**src/rtl/sec_decoder_pkg.sv**
```systemverilog
// Shared types, defaults and Hamming position helpers for the SEC/SECDED location decoder.
package sec_decoder_pkg;

    localparam int DEF_DATA_BITS = 28;
    localparam int DEF_PAR_BITS  = 6;
    localparam int DEF_SECDED    = 1;
    localparam int DEF_LANES     = 1;

    typedef enum logic [1:0] {
        NO_ERR    = 2'd0,
        CORRECTED = 2'd1,
        PAR_ONLY  = 2'd2,
        UNCORR    = 2'd3
    } status_t;

    typedef enum logic [1:0] {
        IDLE   = 2'd0,
        SYND   = 2'd1,
        SEARCH = 2'd2,
        DONE   = 2'd3
    } state_t;

    function automatic bit is_pow2(input int unsigned v);
        return (v != 0) && ((v & (v - 1)) == 0);
    endfunction

    // 1-based Hamming position carrying data bit j (j-th non-power-of-two position)
    function automatic int data_pos(input int j);
        int cnt;
        cnt = 0;
        for (int p = 1; p < 4096; p++) begin
            if (!is_pow2(p)) begin
                if (cnt == j) return p;
                cnt++;
            end
        end
        return 0;
    endfunction

endpackage

```
**src/rtl/sec_syndrome_gen.sv**
```systemverilog
// Combinational Hamming syndrome and overall parity of a latched codeword.
module sec_syndrome_gen #(
    parameter int N_POS    = 34,
    parameter int PAR_BITS = 6,
    parameter int CW_BITS  = 35
) (
    input  logic [CW_BITS-1:0]  cw,
    output logic [PAR_BITS-1:0] synd,
    output logic                par
);

    always_comb begin
        synd = '0;
        for (int i = 0; i < N_POS; i++) begin
            if (cw[i]) synd ^= PAR_BITS'(i + 1);
        end
        par = ^cw;
    end

endmodule

```
**src/rtl/sec_location_decoder_param.sv**
```systemverilog
// Clocked SEC/SECDED decoder: syndrome in one cycle, then a LANES-wide position search.
module sec_location_decoder_param
    import sec_decoder_pkg::*;
#(
    parameter int DATA_BITS = DEF_DATA_BITS,
    parameter int PAR_BITS  = DEF_PAR_BITS,
    parameter int SECDED    = DEF_SECDED,
    parameter int LANES     = DEF_LANES,
    localparam int N_POS    = DATA_BITS + PAR_BITS,
    localparam int CW_BITS  = N_POS + SECDED,
    localparam int LOC_W    = PAR_BITS
) (
    input  logic                 clk,
    input  logic                 rst_n,
    input  logic                 in_valid,
    output logic                 in_ready,
    input  logic [CW_BITS-1:0]   cw_in,
    output logic                 out_valid,
    input  logic                 out_ready,
    output logic [DATA_BITS-1:0] data_out,
    output logic [LOC_W-1:0]     err_loc,
    output logic [1:0]           status,
    output logic                 busy
);

    if (2**PAR_BITS < N_POS + 1) begin : g_bad_par
        $error("PAR_BITS too small for DATA_BITS");
    end
    if (LANES < 1 || LANES > N_POS) begin : g_bad_lanes
        $error("LANES out of range");
    end

    state_t                 state, state_nxt;
    logic [CW_BITS-1:0]     cw_r;
    logic [LOC_W-1:0]       s_r;
    logic [LOC_W:0]         pos_r;
    logic [LOC_W-1:0]       s_c;
    logic                   p_c;
    logic [LANES-1:0]       lane_hit;
    logic                   srch_hit;
    logic                   exhausted;
    logic [DATA_BITS-1:0]   data_c;
    logic                   res_load;
    status_t                status_nxt;
    logic [LOC_W-1:0]       loc_nxt;

    sec_syndrome_gen #(
        .N_POS    (N_POS),
        .PAR_BITS (PAR_BITS),
        .CW_BITS  (CW_BITS)
    ) u_synd (
        .cw   (cw_r),
        .synd (s_c),
        .par  (p_c)
    );

    // Lanes past N_POS are clipped so a syndrome beyond the word never matches
    for (genvar l = 0; l < LANES; l++) begin : g_lane
        logic [LOC_W+1:0] cand;
        assign cand        = {1'b0, pos_r} + (LOC_W+2)'(l);
        assign lane_hit[l] = (cand <= (LOC_W+2)'(N_POS)) && (cand == {2'b00, s_r});
    end

    assign srch_hit  = (state == SEARCH) && (|lane_hit);
    assign exhausted = ({1'b0, pos_r} + (LOC_W+2)'(LANES)) > (LOC_W+2)'(N_POS);

    for (genvar j = 0; j < DATA_BITS; j++) begin : g_data
        localparam int P = data_pos(j);
        assign data_c[j] = cw_r[P-1] ^ (srch_hit && (s_r == LOC_W'(P)));
    end

    always_ff @(posedge clk or negedge rst_n) begin
        if (!rst_n) state <= IDLE;
        else        state <= state_nxt;
    end

    always_comb begin
        state_nxt = state;
        case (state)
            IDLE:   if (in_valid) state_nxt = SYND;
            SYND: begin
                if (s_c == '0 || (SECDED != 0 && !p_c)) state_nxt = DONE;
                else                                   state_nxt = SEARCH;
            end
            SEARCH: if (srch_hit || exhausted) state_nxt = DONE;
            DONE:   if (out_ready) state_nxt = IDLE;
            default: state_nxt = IDLE;
        endcase
    end

    always_comb begin
        in_ready   = (state == IDLE);
        busy       = (state != IDLE);
        out_valid  = (state == DONE);
        res_load   = 1'b0;
        status_nxt = NO_ERR;
        loc_nxt    = '0;
        case (state)
            SYND: begin
                res_load = (s_c == '0) || (SECDED != 0 && !p_c);
                if (s_c == '0) status_nxt = (SECDED != 0 && p_c) ? PAR_ONLY : NO_ERR;
                else           status_nxt = UNCORR;
            end
            SEARCH: begin
                res_load = srch_hit || exhausted;
                if (srch_hit) begin
                    status_nxt = CORRECTED;
                    loc_nxt    = s_r;
                end else begin
                    status_nxt = UNCORR;
                end
            end
            default: ;
        endcase
    end

    always_ff @(posedge clk or negedge rst_n) begin
        if (!rst_n) begin
            cw_r     <= '0;
            s_r      <= '0;
            pos_r    <= '0;
            data_out <= '0;
            err_loc  <= '0;
            status   <= NO_ERR;
        end else begin
            if (state == IDLE && in_valid) cw_r <= cw_in;
            if (state == SYND) begin
                s_r   <= s_c;
                pos_r <= (LOC_W+1)'(1);
            end else if (state == SEARCH && !srch_hit && !exhausted) begin
                pos_r <= pos_r + (LOC_W+1)'(LANES);
            end
            if (res_load) begin
                data_out <= data_c;
                err_loc  <= loc_nxt;
                status   <= status_nxt;
            end
        end
    end

endmodule

```
**config.mk**
```make
export PLATFORM = sky130hd
export DESIGN_NAME = sec_location_decoder_param
export DESIGN_NICKNAME = d
export VERILOG_FILES = /design/src/rtl/sec_decoder_pkg.sv /design/src/rtl/sec_syndrome_gen.sv /design/src/rtl/sec_location_decoder_param.sv
export SDC_FILE = /design/constraint.sdc
export NUM_CORES = 1
export LEC_CHECK = 0
export ABC_AREA = 1
export CAP_MARGIN = 20
export CELL_PAD_IN_SITES_DETAIL_PLACEMENT = 1
export CELL_PAD_IN_SITES_GLOBAL_PLACEMENT = 1
export CORE_MARGIN = 2
export CORE_UTILIZATION = 36
export CTS_CLUSTER_DIAMETER = 40
export CTS_CLUSTER_SIZE = 30
export DETAILED_ROUTE_END_ITERATION = 8
export GPL_TIMING_DRIVEN = 0
export HOLD_SLACK_MARGIN = 0.02
export PLACE_DENSITY = 0.84
export SLEW_MARGIN = 20
export SYNTH_ARGS = -nofsm -noshare
export SYNTH_HDL_FRONTEND = slang
export SYNTH_HIERARCHICAL = 1
export SYNTH_SLANG_ARGS = --single-unit
```
**constraint.sdc**
```tcl
create_clock -name clk -period 2.1 [get_ports clk]
set_clock_uncertainty 0.05 [all_clocks]
set_input_delay 0.21 -clock clk [delete_from_list [all_inputs] [get_ports clk]]
set_output_delay 0.21 -clock clk [all_outputs]
set_load 0.05 [all_outputs]
```
==> results.ini, run 1 <==
[placed_design]
dp_hpwl_mm = 15.9
portBuffers = 77
gp_congestion = 0.869
place_inst = 1225

[layout]
drive_gt1_frac = 0.183
regArea_um2 = 2170
antenna_cells = 0
n_fill_cell = 2115
final-instance-count-excl-fill = 1283
final_nets = 1104
multi_input_area_um2 = 3690
syn2layout_area_growth_pct = 36.3
final_util = 0.503

[clock_network]
cts_tree = built
htreeDepth = 3
clk_pin_slew_ns = 0.07
clk_path_buf_depth = 2
clock_sinks = 86
cts_buffers = 9
cts-root-buf = clkbuf_16
clk_latency_ns = 0.35

[grt]
grt_max_degree = 55
grt_pass1_vias = 6509
grt-ovfl-total = 0
antenna_found_initial = 0
track_usage = 0.239
grt_pass1_wl_mm = 33.9

[synth]
ys_seq_area_frac = 0.351
synth_edf_count = 0
avgSynthCellArea_um2 = 6.61
yosysWarnings = 6
synthTopCellsByArea = dfrtp_1, nand2_1, nand3_1, inv_1, nor2_1
netlist_area_um2 = 6130
synth_flop_cell = dfrtp_1
yosys.area.top_type_share = 0.351
async_reset_ff_frac = 1.00
yosysTopAreaCell = dfrtp_1
synth_common_cells = nand2_1, inv_1, nor2_1
synth_most_common_cell = nand2_1
syn_inst = 927
synth_cell_types = 31
synth-seq-cells = 86
syn_nets = 973

[sta]
tightestPinTransition_ns = 0.564
slew_viol_final = 0
min_period_ns = 2.86
holdWs_ns = 0.276
hold_viol_final = 0
finalCritPeriodShare = 1.36
maxSlewHeadroom = 0.621
fin_ws_ns = -0.760
fmax_mhz = 350
rsz0062_at_grt = true
setup_tns_ns = -26.54
setup_viol = 38

[setup_path]
end_kind = flip-flop
cpPeakStageDelay_ns = 0.44
crit_chain = buf_6 > xor2_1 > nand2_1 > nand2_2 > nand2_2 > inv_2 > nor2_1 > nand2_1 > nand2_1 > nand2_1 > nand2_2 > inv_2 > nor2_4 > nand3_4 > a21oi_4 > a21oi_4 > nand2_4 > nand2_8 > clkbuf_16 > nand2_1 > nand2_1
start_kind = flip-flop
path_delay_family = simple AND/OR/NAND/NOR gates
cpMostUsedCell = nand2_1
worstPathMaxFanout = 6
crit_path_top_delay_cell = dfrtp_1
reg2reg_from = cw_r[29]
critPathKind = flip-flop to flip-flop
crit_buf_inv = 4
cp.arrival_ns = 3.06
crit_required_ns = 2.30
startpoint = cw_r[29]

[worst_hold_path]
hp-class = primary input to async pin

[floorplan]
die_y_um = 134
core_area_um2 = 16600
ioPinCount = 78
chipWidth_um = 134
die-area_um2 = 18100
row_count = 47
start_util = 0.369

[outcome]
status = finished with violations
violations = setup timing

[route]
ant_nets = 0
drt_iter0_drc = 401
vias_per_cell = 5.19
vias = 6658
drt_first_pass_iters = 5
wl_mm = 23.0
wire_per_inst_um = 17.9
drcViolationCount = 0

[run]
drv_cap = 0

[registers in the layout (all words and copies together) (netlist names)]
name and flops:
cw_r 35, data_out 28, err_loc 6, pos_r 7
s_r 6, state 2, status 2
[per-stage QoR]
stage	instance area (um^2)	worst slack, ns
6_report	8350	-0.760
3_5_place_dp	7230	-0.708
5_1_grt	8350	-0.842
4_1_cts	7810	-0.546
3_3_place_gp	7200	-2.96
2_1_floorplan	6150	-0.165
[per-layer routing]
layer	up-vias	track usage	wire (um)
li1	3132	-	-
met4	0	0.0556	550
met2	188	0.411	11400
met5	-	0	0
met1	3298	0.315	10000
met3	40	0.0417	1020
[layout make-up]
type,instances,area share
Inverter,104,0.0468
Clock inverter,5,0.00989
Clock buffer,11,0.0291
Tap cell,220,0.0330
Buffer,40,0.0366
Sequential cell,86,0.260
Timing Repair Buffer,120,0.143
Multi-Input combinational cell,697,0.442
[layout by cell type (no fill, tap or decap), types with 19 or more instances in the layout]
cell and n:
nand3_1 86, clkdlybuf4s50_1 73, nand2_1 309, xor2_1 24
a21oi_1 28, inv_1 93, nand2_2 46, nand4_1 32
nor2_1 85, buf_4 35, xnor2_1 19, dfrtp_1 71
[path summary, 6_finish.rpt]
check                          endpoint  slack, ns  cells after the start
max                        data_out[24]      -0.76                     21
min                             cw_r[3]       0.28                      2
max reg2reg                data_out[24]      -0.76                     21
min reg2reg                data_out[12]       0.42                      2
max in group asynchronous      cw_r[28]       1.10                      3
min in group clk               cw_r[14]       0.40                      3
[kinds of logic (layout without fill, tap and decap cells)]
logic type,after synthesis,in the layout,share of synthesized area
XOR/XNOR,57,57,0.0874
buffers and inverters,146,280,0.105
AND/OR/NAND/NOR,576,578,0.389
AO/OA/AOI/OAI,48,48,0.0406
flip-flops,86,86,0.351
adder cells (fa/ha/maj),7,7,0.0143
multiplexers,7,7,0.0129
[what timing repair did]
item                       4_1_cts  5_1_grt
gates cloned                     0        6
hold endpoints to repair        32        0
hold buffers                     1        0
setup endpoints to repair       71       71
buffers inserted                19       18
gates resized for setup         38       94
pin swaps                       12       22
Power of run 1 is not shown: default switching activity piles up to over one toggle a cycle in this logic, so the estimate is an artifact.
==> inputs of run 2 (changes only) <==
- ABC_AREA: 1 -> 0
- CORE_UTILIZATION: 36 -> 39
- PLACE_DENSITY: 0.84 -> 0.83
==> run 2 against run 1 <==
Effect of this change: the flow still finishes with violations (setup timing); die area decreased by 24%; first-iteration DRC count is 62% lower; synthesized area down 19%; critical path depth is 8 lower; final area shrank 15%.
==> results.ini, run 2 <==
[clock_network]
clk_latency_ns = 0.35  ; about the same
cts_buffers = 9  ; unchanged
clock_sinks = 86  ; unchanged
clk_pin_slew_ns = 0.06  ; was 0.07 ns
clk_path_buf_depth = 2  ; unchanged
htreeDepth = 3  ; unchanged
cts_tree = built  ; unchanged
cts-root-buf = clkbuf_16  ; unchanged

[setup_path]
r2r_cells = 13  ; was 21
cpMostUsedCell = buf_4  ; was nand2_1
crit_path_top_delay_cell = dfrtp_2  ; was dfrtp_1
critPathKind = flip-flop to flip-flop  ; unchanged
end_kind = flip-flop  ; unchanged
reg2reg_slack_ns = -1.17  ; was -0.76 ns
reg2reg_to = status[1]  ; was data_out[24]
crit_buf_inv = 4  ; unchanged
path_delay_family = XOR/XNOR gates  ; was simple AND/OR/NAND/NOR gates
cp.arrival_ns = 3.45  ; was 3.06 ns
cpPeakStageDelay_ns = 0.44  ; about the same
start_kind = flip-flop  ; unchanged
reg2reg_from = cw_r[30]  ; was cw_r[29]
worstPathMaxFanout = 3  ; was 6
crit_required_ns = 2.28  ; was 2.30 ns
crit_chain = xnor3_2 > xor3_2 > xnor2_2 > xnor2_1 > nor4_2 > nand2_2 > buf_4 > buf_4 > buf_4 > buf_4 > o21ai_1 > nand2_1 > mux2_4  ; was buf_6 > xor2_1 > nand2_1 > nand2_2 > nand2_2 > inv_2 > nor2_1 > nand2_1 > nand2_1 > nand2_1 > nand2_2 > inv_2 > nor2_4 > nand3_4 > a21oi_4 > a21oi_4 > nand2_4 > nand2_8 > clkbuf_16 > nand2_1 > nand2_1

[sta]
min_period_ns = 3.27  ; was 2.86 ns
rsz0062_at_grt = true  ; unchanged
maxSlewHeadroom = 0.571  ; was 0.621
tightestPinTransition_ns = 0.643  ; was 0.564 ns
slew_viol_final = 0  ; unchanged
hold_viol_final = 0  ; unchanged
setup_viol = 45  ; was 38
setup_tns_ns = -40.21  ; was -26.54 ns
fin_ws_ns = -1.17  ; was -0.760 ns
finalCritPeriodShare = 1.56  ; was 1.36
fmax_mhz = 306  ; was 350 MHz

[synth]
syn_nets = 454  ; was 973
synth_edf_count = 0  ; unchanged
synth_flop_cell = dfrtp_1  ; unchanged
netlist_area_um2 = 4990  ; was 6130 um^2
avgSynthCellArea_um2 = 12.2  ; was 6.61 um^2
synthTopCellsByArea = dfrtp_1, mux2_2, xnor2_1, mux2_1, xnor3_1  ; was dfrtp_1, nand2_1, nand3_1, inv_1, nor2_1
ys_seq_area_frac = 0.431  ; was 0.351
synth-seq-cells = 86  ; unchanged
syn_inst = 408  ; was 927
yosysWarnings = 6  ; unchanged
yosysTopAreaCell = dfrtp_1  ; unchanged
synth_most_common_cell = dfrtp_1  ; was nand2_1
yosys.area.top_type_share = 0.431  ; was 0.351
synth_common_cells = dfrtp_1, xnor2_1, mux2_2  ; was nand2_1, inv_1, nor2_1
async_reset_ff_frac = 1.00  ; unchanged
synth_cell_types = 49  ; was 31

[grt]
grt_pass1_wl_mm = 22.0  ; was 33.9 mm
grt_pass1_vias = 3974  ; was 6509
antenna_found_initial = 0  ; unchanged
grt_max_degree = 45  ; was 55
track_usage = 0.220  ; was 0.239
grt-ovfl-total = 0  ; unchanged

[route]
wl_mm = 15.6  ; was 23.0 mm
drt_first_pass_iters = 6  ; was 5
vias_per_cell = 5.17  ; was 5.19
wire_per_inst_um = 22.0  ; was 17.9 um
vias = 3654  ; was 6658
drcViolationCount = 0  ; unchanged
ant_nets = 0  ; unchanged
drt_iter0_drc = 152  ; was 401

[worst_hold_path]
hp-class = primary input to async pin  ; unchanged

[placed_design]
dp_hpwl_mm = 9.92  ; was 15.9 mm
gp_congestion = 0.900  ; was 0.869
portBuffers = 77  ; unchanged

[run]
drv_cap = 0  ; unchanged

[layout]
drive_gt1_frac = 0.398  ; was 0.183
antenna_cells = 0  ; unchanged
top_register = cw_r  ; unchanged
mostFrequentLayoutCell = dfrtp_1  ; was nand2_1
syn2layout_area_growth_pct = 42.2  ; was 36.3%
final_nets = 577  ; was 1104
largest_register_ffs = 35  ; unchanged
layout_common_cells = dfrtp_1, clkdlybuf4s50_1, mux2_2, xnor2_1, buf_4  ; was nand2_1, inv_1, nand3_1, nor2_1, clkdlybuf4s50_1
top_regs = cw_r (35), data_out (28), pos_r (7)  ; unchanged

[floorplan]
die-area_um2 = 13700  ; was 18100 um^2
core_area_um2 = 12600  ; was 16600 um^2
row_count = 41  ; was 47
ioPinCount = 78  ; unchanged
die_y_um = 117  ; was 134 um
start_util = 0.397  ; was 0.369
chipWidth_um = 117  ; was 134 um

[outcome]
violations = setup timing  ; unchanged
status = finished with violations  ; unchanged

-- run 2: worst max path at each step --
stage | startpoint | end | slack (ns) | depth (start not counted)
after floorplan | cw_r[18] | data_out[10] | -0.69 | 12
after global placement | rst_n | pos_r[0] | -2.68 | 1
after detailed placement | cw_r[28] | data_out[9] | -1.19 | 12
after CTS | cw_r[23] | data_out[13] | -1.01 | 12
after global routing | cw_r[30] | status[1] | -1.29 | 13
final | cw_r[30] | status[1] | -1.17 | 13
-- run 2: layer usage --
| layer | track usage | wire [um] | vias up |
|---|---|---|---|
| li1 | - | - | 1660 |
| met3 | 0.0294 | 583 | 26 |
| met2 | 0.371 | 7800 | 107 |
| met1 | 0.286 | 6700 | 1861 |
| met4 | 0.0886 | 478 | 0 |
| met5 | 0 | 0 | - |
-- run 2: layout make-up --
class                   count  area [um^2]
fillers                  1272         5470
clock inverters             4         47.5
plain buffers              21          178
multi-input cells         289         3110
repair buffers            112         1090
well taps                 172          215
flip-flops and latches     86         2170
inverters                  12         45.0
clock buffers              11          243
-- run 2: timing repair --
| action | CTS | global route |
|---|---|---|
| endpoints found under the setup margin | 79 | 77 |
| hold buffers | 1 | 0 |
| hold endpoints to repair | 43 | 0 |
| resized for setup | 52 | 54 |
| gates cloned | 0 | 1 |
| pin swaps | 8 | 15 |
| setup buffers | 20 | 13 |
-- run 2: kinds of logic (layout without fill, tap and decap cells) --
logic type | Yosys count | in the layout | synth area share
buffers and inverters | 33 | 160 | 0.0368
adders and majority gates | 7 | 7 | 0.0175
muxes | 74 | 74 | 0.167
AOI/OAI and AO/OA | 24 | 24 | 0.0306
and+or+nand+nor | 98 | 98 | 0.125
xor gates and xnor gates | 86 | 86 | 0.193
DFF | 86 | 86 | 0.431
-- run 2: through the flow --
| stage | worst slack [ns] | cells | area, um^2 | utilization | hold WS, ns |
|---|---|---|---|---|---|
| final | -1.17 | 707 | 7100 | 0.565 | 0.357 |
| after global routing | -1.29 | 707 | 7100 | 0.565 | 0.425 |
| after CTS | -1.01 | 694 | 6730 | 0.536 | 0.384 |
| after detailed placement | -1.19 | 658 | 6070 | 0.483 | 0.207 |
| after global placement | -2.68 | 657 | 6050 | 0.481 | 0.423 |
| after floorplan | -0.690 | 408 | 5060 | - | -0.136 |
Power of run 2 is left out for the same reason.
